--- config.mk ---
export PLATFORM = sky130hd
export DESIGN_NAME = bcd_counter_bank
export DESIGN_NICKNAME = d
export VERILOG_FILES = /design/src/rtl/bcd_pkg.sv /design/src/rtl/bcd_channel.sv /design/src/rtl/bcd_counter_bank.sv
export SDC_FILE = /design/constraint.sdc
export NUM_CORES = 1
export LEC_CHECK = 0
export ABC_CLOCK_PERIOD_IN_PS = 3000
export CAP_MARGIN = 20
export CORE_ASPECT_RATIO = 0.9
export CORE_MARGIN = 2
export CORE_UTILIZATION = 57
export CTS_BUF_LIST = sky130_fd_sc_hd__clkbuf_16
export DETAILED_ROUTE_END_ITERATION = 10
export PLACE_DENSITY = 0.9
export REMOVE_ABC_BUFFERS = 1
export SYNTH_ARGS = -nofsm -noshare
export SYNTH_HDL_FRONTEND = slang
export SYNTH_HIERARCHICAL = 1
export SYNTH_SLANG_ARGS = --single-unit
--- constraint.sdc ---
create_clock -name clk_i -period 3 [get_ports clk_i]
set_clock_uncertainty 0.1 [all_clocks]
set_input_delay 0.6 -clock clk_i [delete_from_list [all_inputs] [get_ports clk_i]]
set_output_delay 0.6 -clock clk_i [all_outputs]
set_load 0.03 [all_outputs]
--- src/rtl/bcd_pkg.sv ---
// Shared types and digit helpers for the BCD counter bank.
//   bcd_digit_t   : one packed BCD digit
//   BCD_MAX       : largest legal digit value
//   bcd_inc       : {carry, digit} after adding one to a digit
//   bcd_dec       : {borrow, digit} after subtracting one from a digit
//   bcd_limit_ok  : elaboration-time check that every nibble of a packed
//                   BCD constant is a legal digit
package bcd_pkg;

   typedef logic [3:0] bcd_digit_t;

   localparam bcd_digit_t BCD_MAX = 4'd9;

   // Widest packed value the bank can be built with: 8 channels x 6 digits.
   localparam int BCD_MAX_NIBBLES = 48;

   function automatic logic [4:0] bcd_inc(input bcd_digit_t d);
      logic [4:0] res;
      if (d >= BCD_MAX) begin
         res = {1'b1, 4'd0};
      end else begin
         res = {1'b0, d + 4'd1};
      end
      return res;
   endfunction

   function automatic logic [4:0] bcd_dec(input bcd_digit_t d);
      logic [4:0] res;
      if (d == 4'd0) begin
         res = {1'b1, BCD_MAX};
      end else begin
         res = {1'b0, d - 4'd1};
      end
      return res;
   endfunction

   function automatic bit bcd_limit_ok(input logic [BCD_MAX_NIBBLES*4-1:0] packed_val,
                                       input int nibbles);
      bit ok;
      ok = 1'b1;
      for (int k = 0; k < BCD_MAX_NIBBLES; k++) begin
         if (k < nibbles && packed_val[k*4 +: 4] > BCD_MAX) begin
            ok = 1'b0;
         end
      end
      return ok;
   endfunction

endpackage

--- src/rtl/bcd_channel.sv ---
// One multi-digit BCD counter with a fixed wrap limit.
//   clk_i    : system clock
//   rst_ni   : asynchronous active-low reset
//   ev_i     : step event (already source-selected by the bank)
//   dir_i    : 0 = count up, 1 = count down
//   clr_i    : synchronous clear to zero, overrides ev_i
//   value_o  : packed BCD value, digit 0 in the LSBs
//   wrap_o   : one-cycle registered pulse when the counter wraps
module bcd_channel
   import bcd_pkg::*;
#(
   parameter int                  DIGITS   = 2,
   parameter logic [DIGITS*4-1:0] LIMIT_CH = {DIGITS{4'h9}}
) (
   input  logic                clk_i,
   input  logic                rst_ni,
   input  logic                ev_i,
   input  logic                dir_i,
   input  logic                clr_i,
   output logic [DIGITS*4-1:0] value_o,
   output logic                wrap_o
);

   localparam int W = DIGITS * 4;

   logic [W-1:0] value_q, value_d;
   logic [W-1:0] inc_val, dec_val;
   logic         wrap_q, wrap_d;

   // Ripple carry through the digits: only digits below the first
   // non-9 digit (plus that digit) change.
   always_comb begin : inc_chain
      logic       carry;
      logic [4:0] r;
      inc_val = value_q;
      carry   = 1'b1;
      r       = '0;
      for (int d = 0; d < DIGITS; d++) begin
         r = bcd_inc(value_q[d*4 +: 4]);
         if (carry) begin
            inc_val[d*4 +: 4] = r[3:0];
         end
         carry = carry & r[4];
      end
   end

   always_comb begin : dec_chain
      logic       borrow;
      logic [4:0] r;
      dec_val = value_q;
      borrow  = 1'b1;
      r       = '0;
      for (int d = 0; d < DIGITS; d++) begin
         r = bcd_dec(value_q[d*4 +: 4]);
         if (borrow) begin
            dec_val[d*4 +: 4] = r[3:0];
         end
         borrow = borrow & r[4];
      end
   end

   // The limit compare comes before the digit chain, so a counter with a
   // limit below all-9s wraps at the limit rather than at digit overflow.
   always_comb begin
      value_d = value_q;
      wrap_d  = 1'b0;
      if (clr_i) begin
         value_d = '0;
      end else if (ev_i) begin
         if (!dir_i) begin
            if (value_q == LIMIT_CH) begin
               value_d = '0;
               wrap_d  = 1'b1;
            end else begin
               value_d = inc_val;
            end
         end else begin
            if (value_q == '0) begin
               value_d = LIMIT_CH;
               wrap_d  = 1'b1;
            end else begin
               value_d = dec_val;
            end
         end
      end
   end

   always_ff @(posedge clk_i or negedge rst_ni) begin
      if (!rst_ni) begin
         value_q <= '0;
         wrap_q  <= 1'b0;
      end else begin
         value_q <= value_d;
         wrap_q  <= wrap_d;
      end
   end

   assign value_o = value_q;
   assign wrap_o  = wrap_q;

endmodule

--- src/rtl/bcd_counter_bank.sv ---
// Bank of independent BCD counters sharing one pausable prescaler tick.
//   clk_i        : system clock
//   rst_ni       : asynchronous active-low reset
//   inc_i        : per-channel external step pulse
//   src_sel_i    : per-channel step source, 0 = inc_i, 1 = internal tick
//   dir_i        : per-channel direction, 0 = up, 1 = down
//   clr_i        : per-channel synchronous clear
//   run_toggle_i : one-cycle pulse that flips the prescaler run state
//   bcd_o        : packed counter values, channel 0 in the LSBs
//   wrap_o       : per-channel one-cycle wrap pulse
//   tick_o       : registered prescaler tick
//   running_o    : current prescaler run state
module bcd_counter_bank
   import bcd_pkg::*;
#(
   parameter int                           CHANNELS = 3,
   parameter int                           DIGITS   = 2,
   parameter logic [CHANNELS*DIGITS*4-1:0] LIMIT    = {CHANNELS{ {DIGITS{4'h9}} }},
   parameter int                           TICK_MAX = 10000000,
   parameter bit                           RUN_INIT = 1'b1
) (
   input  logic                         clk_i,
   input  logic                         rst_ni,
   input  logic [CHANNELS-1:0]          inc_i,
   input  logic [CHANNELS-1:0]          src_sel_i,
   input  logic [CHANNELS-1:0]          dir_i,
   input  logic [CHANNELS-1:0]          clr_i,
   input  logic                         run_toggle_i,
   output logic [CHANNELS*DIGITS*4-1:0] bcd_o,
   output logic [CHANNELS-1:0]          wrap_o,
   output logic                         tick_o,
   output logic                         running_o
);

   localparam int CH_W = DIGITS * 4;
   localparam int CNT_W = (TICK_MAX > 2) ? $clog2(TICK_MAX) : 1;
   localparam logic [CNT_W-1:0] CNT_LAST = CNT_W'(TICK_MAX - 1);
   localparam bit LIMIT_OK = bcd_limit_ok((BCD_MAX_NIBBLES*4)'(LIMIT), CHANNELS * DIGITS);

   if (CHANNELS < 1 || CHANNELS > 8) begin : g_bad_channels
      $error("bcd_counter_bank: CHANNELS must be 1..8");
   end
   if (DIGITS < 1 || DIGITS > 6) begin : g_bad_digits
      $error("bcd_counter_bank: DIGITS must be 1..6");
   end
   if (TICK_MAX < 2) begin : g_bad_tick
      $error("bcd_counter_bank: TICK_MAX must be at least 2");
   end
   if (!LIMIT_OK) begin : g_bad_limit
      $error("bcd_counter_bank: every LIMIT nibble must be a BCD digit");
   end

   logic [CNT_W-1:0]    cnt_q, cnt_d;
   logic                tick_q, tick_d;
   logic                running_q, running_d;
   logic [CHANNELS-1:0] ev;

   // A toggle on the terminal-count edge still lets that tick out because
   // the prescaler looks at running_q, not running_d.
   always_comb begin
      cnt_d     = cnt_q;
      tick_d    = 1'b0;
      running_d = running_q ^ run_toggle_i;
      if (running_q) begin
         if (cnt_q == CNT_LAST) begin
            cnt_d  = '0;
            tick_d = 1'b1;
         end else begin
            cnt_d = cnt_q + CNT_W'(1);
         end
      end
   end

   always_ff @(posedge clk_i or negedge rst_ni) begin
      if (!rst_ni) begin
         cnt_q     <= '0;
         tick_q    <= 1'b0;
         running_q <= RUN_INIT;
      end else begin
         cnt_q     <= cnt_d;
         tick_q    <= tick_d;
         running_q <= running_d;
      end
   end

   // The registered tick is the event, so tick-driven channels move one
   // cycle after tick_o rises.
   assign ev = (src_sel_i & {CHANNELS{tick_q}}) | (~src_sel_i & inc_i);

   for (genvar i = 0; i < CHANNELS; i++) begin : g_chan
      bcd_channel #(
         .DIGITS   (DIGITS),
         .LIMIT_CH (LIMIT[i*CH_W +: CH_W])
      ) u_chan (
         .clk_i   (clk_i),
         .rst_ni  (rst_ni),
         .ev_i    (ev[i]),
         .dir_i   (dir_i[i]),
         .clr_i   (clr_i[i]),
         .value_o (bcd_o[i*CH_W +: CH_W]),
         .wrap_o  (wrap_o[i])
      );
   end

   assign tick_o    = tick_q;
   assign running_o = running_q;

endmodule

## Word level (Yosys, flattened, before mapping)

Index checks and enable logic that the tools add are counted.

| word-level totals | value |
|---|---|
| logic and storage cells | 112 |
| output and inout port bits | 29 |
| bits of input ports | 15 |
| register bits | 53 |

| operators by class | value |
|---|---|
| $add $sub $neg | 13 |
| mux-type cells | 51 |
| bitwise gates (word level) | 5 |
| reduce and logical (&&, ||, !) cells | 18 |
| order comparisons | 6 |
| eq/ne operators | 7 |

Operator list:

| operator | number |
|---|---|
| two-way mux 8 bit | 15 |
| two-way mux 4 bit | 12 |
| two-way mux 5 bit | 6 |
| adder 24 x 1 -> 24 bit, second input constant | 1 |
| adder 4 x 1 -> 4 bit, second input constant | 6 |
| equality test 24 bit, second input constant | 1 |
| equality test 8 bit, second input constant | 3 |
| greater-or-equal comparator 4 bit, second input constant | 6 |
| zero test 4 bit | 6 |
| zero test 8 bit | 3 |
| two-way mux 24 bit | 1 |
| subtractor 4 x 1 -> 4 bit, second input constant | 6 |
| two-way mux 1 bit | 17 |
| != test 4 x 1 -> 1 bit, second input constant | 3 |
| nonzero test 4 bit | 3 |
| AND reduction 3 bit | 3 |
| AND 3 bit | 2 |
| nonzero test 2 bit | 3 |
| inverter 3 bit | 1 |
| OR 3 bit | 1 |
| XOR 1 bit | 1 |

## Depth between registers and ports, before layout

| logic depth | value |
|---|---|
| depth in word-level cells | 7 |
| gate-level depth with buffers | 6 |
| depth with buffers taken out | 6 |

## Modules after synthesis

Netlist, hierarchy kept.

Modules (own cells, without submodules):

| module | area an instance (sq um) | cells each | instances |
|---|---|---|---|
| bcd_channel | 812.0 | 92 | 3 |
| bcd_counter_bank | 1321.3 | 129 | 1 |

## Worst setup path after synthesis

Ideal clock, no wire load.

| timing path | value |
|---|---|
| path type | reg-to-reg |
| start point | reg running_q (netlist: running_o) |
| end point | reg cnt_q[23] |
| stages on the path, launching flop included | 7 |
| slack | 0.603 ns |
| setup time | 0.073 ns |
| arrival | 2.224 ns |
| path through | dfstp_2 buf_4 nand4_4 or4_1 buf_2 or4_4 a21oi_2 |

RTL lines:

| element | RTL line | source |
|---|---|---|
| start, declared | bcd_counter_bank.sv:55 | `logic running_q, running_d;` |
| start signal, assigned | bcd_counter_bank.sv:82 | `running_q <= running_d;` |
| end signal, assigned | bcd_counter_bank.sv:80 | `cnt_q <= cnt_d;` |
| end, declared | bcd_counter_bank.sv:53 | `logic [CNT_W-1:0] cnt_q, cnt_d;` |

==> qor.yml <==
critical_path:
  arrival_ps: 2500
  end_kind: "register"
  worst-setup-path-type: "register to register"
  critPathRequiredTime_ps: 3120
  critPathMaxFanout: 10
  cp-start-kind: "register"
timing:
  rsz0062_at_grt: "false"
  period_share_pct: 79.4
  min_period_ps: 2380
  drv_slew: 0
  hold_violations: 0
  setup_viol_count_final: 0
  hold-worst-slack_ps: 168
  worst_slew_pin_slew_ps: 708
  tns_ps: 0
  fmax_mhz: 420
  relSlewSlack_pct: 52.5
synth:
  netlist.area_leader.share_pct: 34.6
  seq_area_frac_synth_pct: 35.3
  yosysUniqueCellTypes: 57
  syn_area_um2: 3760
  synthFlopType: "dfrtp_1"
  avgSynthCellArea_um2: 9.28
  synth_edf_count: 0
  async_reset_ff_share_pct: 100
  syn_inst: 405
  ys_ff_latch: 53
  yosysMostFrequentCell: "dfrtp_1"
  synth_area_leaders: "dfrtp_1 (35%), ha_1 (6.3%), a21oi_1 (4.9%), nor2_1 (3.2%), xnor2_1 (2.8%)"
  yosys.area.top_type: "dfrtp_1"
  yosysWarnings: 6
  yosys-top-cells-count: "dfrtp_1 (52), a21oi_1 (37), nor2_1 (32)"
die:
  die_w_um: 89.6
  core.rowCount: 28
  core_area_um2: 6480
  die-area_um2: 7260
  pin_count: 44
  start_util_pct: 58.0
  die_height_um: 81.0
global_routing:
  grt_max_degree: 23
  grt_pass1_wl_um: 14300
  grt_util_all_layers_pct: 25.1
  overflow: 0
  grt_pass1_vias: 3084
  antenna_found_initial: 0
route:
  drtPass1Iterations: 5
  vias: 3360
  totalWireLength_um: 8740
  routed_via_density: 6.34
  wl_per_cell_um: 16.5
  drc: 0
  ant_nets: 0
  first_iter_violations: 217
clocking:
  post_cts_buffers: 0
  cts-resized-gates: 0
  root_buffer: "clkbuf_16"
  clk_pin_slew_worst_paths_ps: 70
  cts_sinks: 53
  cts_tree: "yes"
  cts_inserted_buffers: 5
  clk_path_buf_depth: 2
  insertion_delay_ps: 290
  h-tree-depth: 2
  ctsHoldBuffers: 0
placement:
  io_buffers: 43
  gp_congestion: 0.915
  post_dp_cell_area_um2: 4140
  dp_hpwl_um: 6290
power_and_ir_drop:
  power_leakage_uw: 0.00181
  total_power_uw: 2280
  p_per_area_nw_per_um2: 533
  ir_drop_uv: 280
worst_hold_path:
  hold_path_class: "input pin to asynchronous set/reset pin"
layout:
  synthToLayoutAreaGrowth_pct: 13.8
  nFillCells: 526
  fin_area_um2: 4270
  layout-drive-gt1-share_pct: 8.41
  antenna_cells: 0
  fin_nets: 473
outcome:
  outcome: "complete, no violations"
flow_run:
  maxCapViolCount: 0
-- layout make-up --
| class | count | area (um2) | share of cell area [%] |
|---|---|---|---|
| Multi-Input combinational cell | 306 | 2140 | 50.1 |
| Sequential cell | 53 | 1330 | 31.1 |
| Timing Repair Buffer | 48 | 463 | 10.8 |
| Clock buffer | 5 | 125 | 2.93 |
| Tap cell | 90 | 113 | 2.63 |
| Inverter | 25 | 93.8 | 2.20 |
| Clock inverter | 3 | 12.5 | 0.293 |
-- worst max-delay path, cell delays in order, from the launching register on --
cell and delay, ps:
dfstp_2 650, nand4_4 190, or4_1 710, or4_4 530, a21oi_2 140
-- placed cells by master (no fill, tap or decap), drive strengths merged, types with 4 or more instances in the layout --
master,count
ha,19
mux2i,9
and3,4
nand2b,6
nor3,14
dfrtp,52
o22ai,4
xor2,6
buf,6
or4,4
inv,25
a21oi,38
a211oi,9
nand2,21
nand3,13
o31ai,7
clkbuf,5
or3,7
nand4,8
nor2,32
o21ai,17
xnor2,12
nand4b,5
clkdlybuf4s50,42
or3b,6
nor3b,7
-- cell families (layout without fill, tap and decap cells) --
logic type / after synthesis / after routing / share of synthesized area (%)
flip-flops: 53 / 53 / 35.3
adder cells (fa/ha/maj): 19 / 19 / 6.33
AND/OR/NAND/NOR: 145 / 145 / 22.5
buffers and inverters: 46 / 81 / 7.73
multiplexers: 12 / 12 / 3.30
AO/OA/AOI/OAI: 112 / 112 / 20.6
XOR/XNOR: 18 / 18 / 4.20
-- state kept, by name, summed over array words and instances, names as in the netlist --
signal and cells:
g_chan.u_chan/value_o 24, tick_o 1, g_chan.u_chan/wrap_o 3, running_o 1
cnt_q 24
-- worst paths after layout --
kind,from,end,slack (ps),depth (start not counted)
worst max-delay path,running_o$_DFF_PN1_,cnt_q[23]$_DFFE_PN0P_,620,4
worst min-delay path,rst_ni,g_chan[2].u_chan/value_o[6]$_DFFE_PN0P_,170,1
worst max register to register,running_o$_DFF_PN1_,cnt_q[23]$_DFFE_PN0P_,620,4
worst min register to register,cnt_q[8]$_DFFE_PN0P_,cnt_q[8]$_DFFE_PN0P_,420,1
max in group asynchronous,rst_ni,running_o$_DFF_PN1_,1980,2
min in group clk_i,cnt_q[8]$_DFFE_PN0P_,cnt_q[8]$_DFFE_PN0P_,420,1
-- per-layer routing --
layer | up-vias | routed length, um | GRT usage, % | share of wire [%]
met5 | - | 0 | 0 | 0
met4 | 0 | 152 | 10.1 | 1.7
met3 | 23 | 548 | 5.49 | 6.3
met2 | 131 | 4450 | 41.8 | 51
met1 | 1636 | 3590 | 31.3 | 41
li1 | 1570 | - | - | -
-- power breakdown --
part / internal, uW / leakage, uW / total (uW) / switching [uW]
clock network: 302 / 0.0000687 / 552 / 249
registers: 809 / 0.000709 / 980 / 172
logic: 326 / 0.00103 / 746 / 420
-- through the flow --
step	util, %	std cells	setup slack (ps)
final	65.9	530	619
after global routing	65.9	530	562
after CTS	65.9	530	625
after detailed placement	63.8	522	435
after global placement	63.8	522	512
after floorplan	-	384	689
Power figures use the tool's default switching activity.
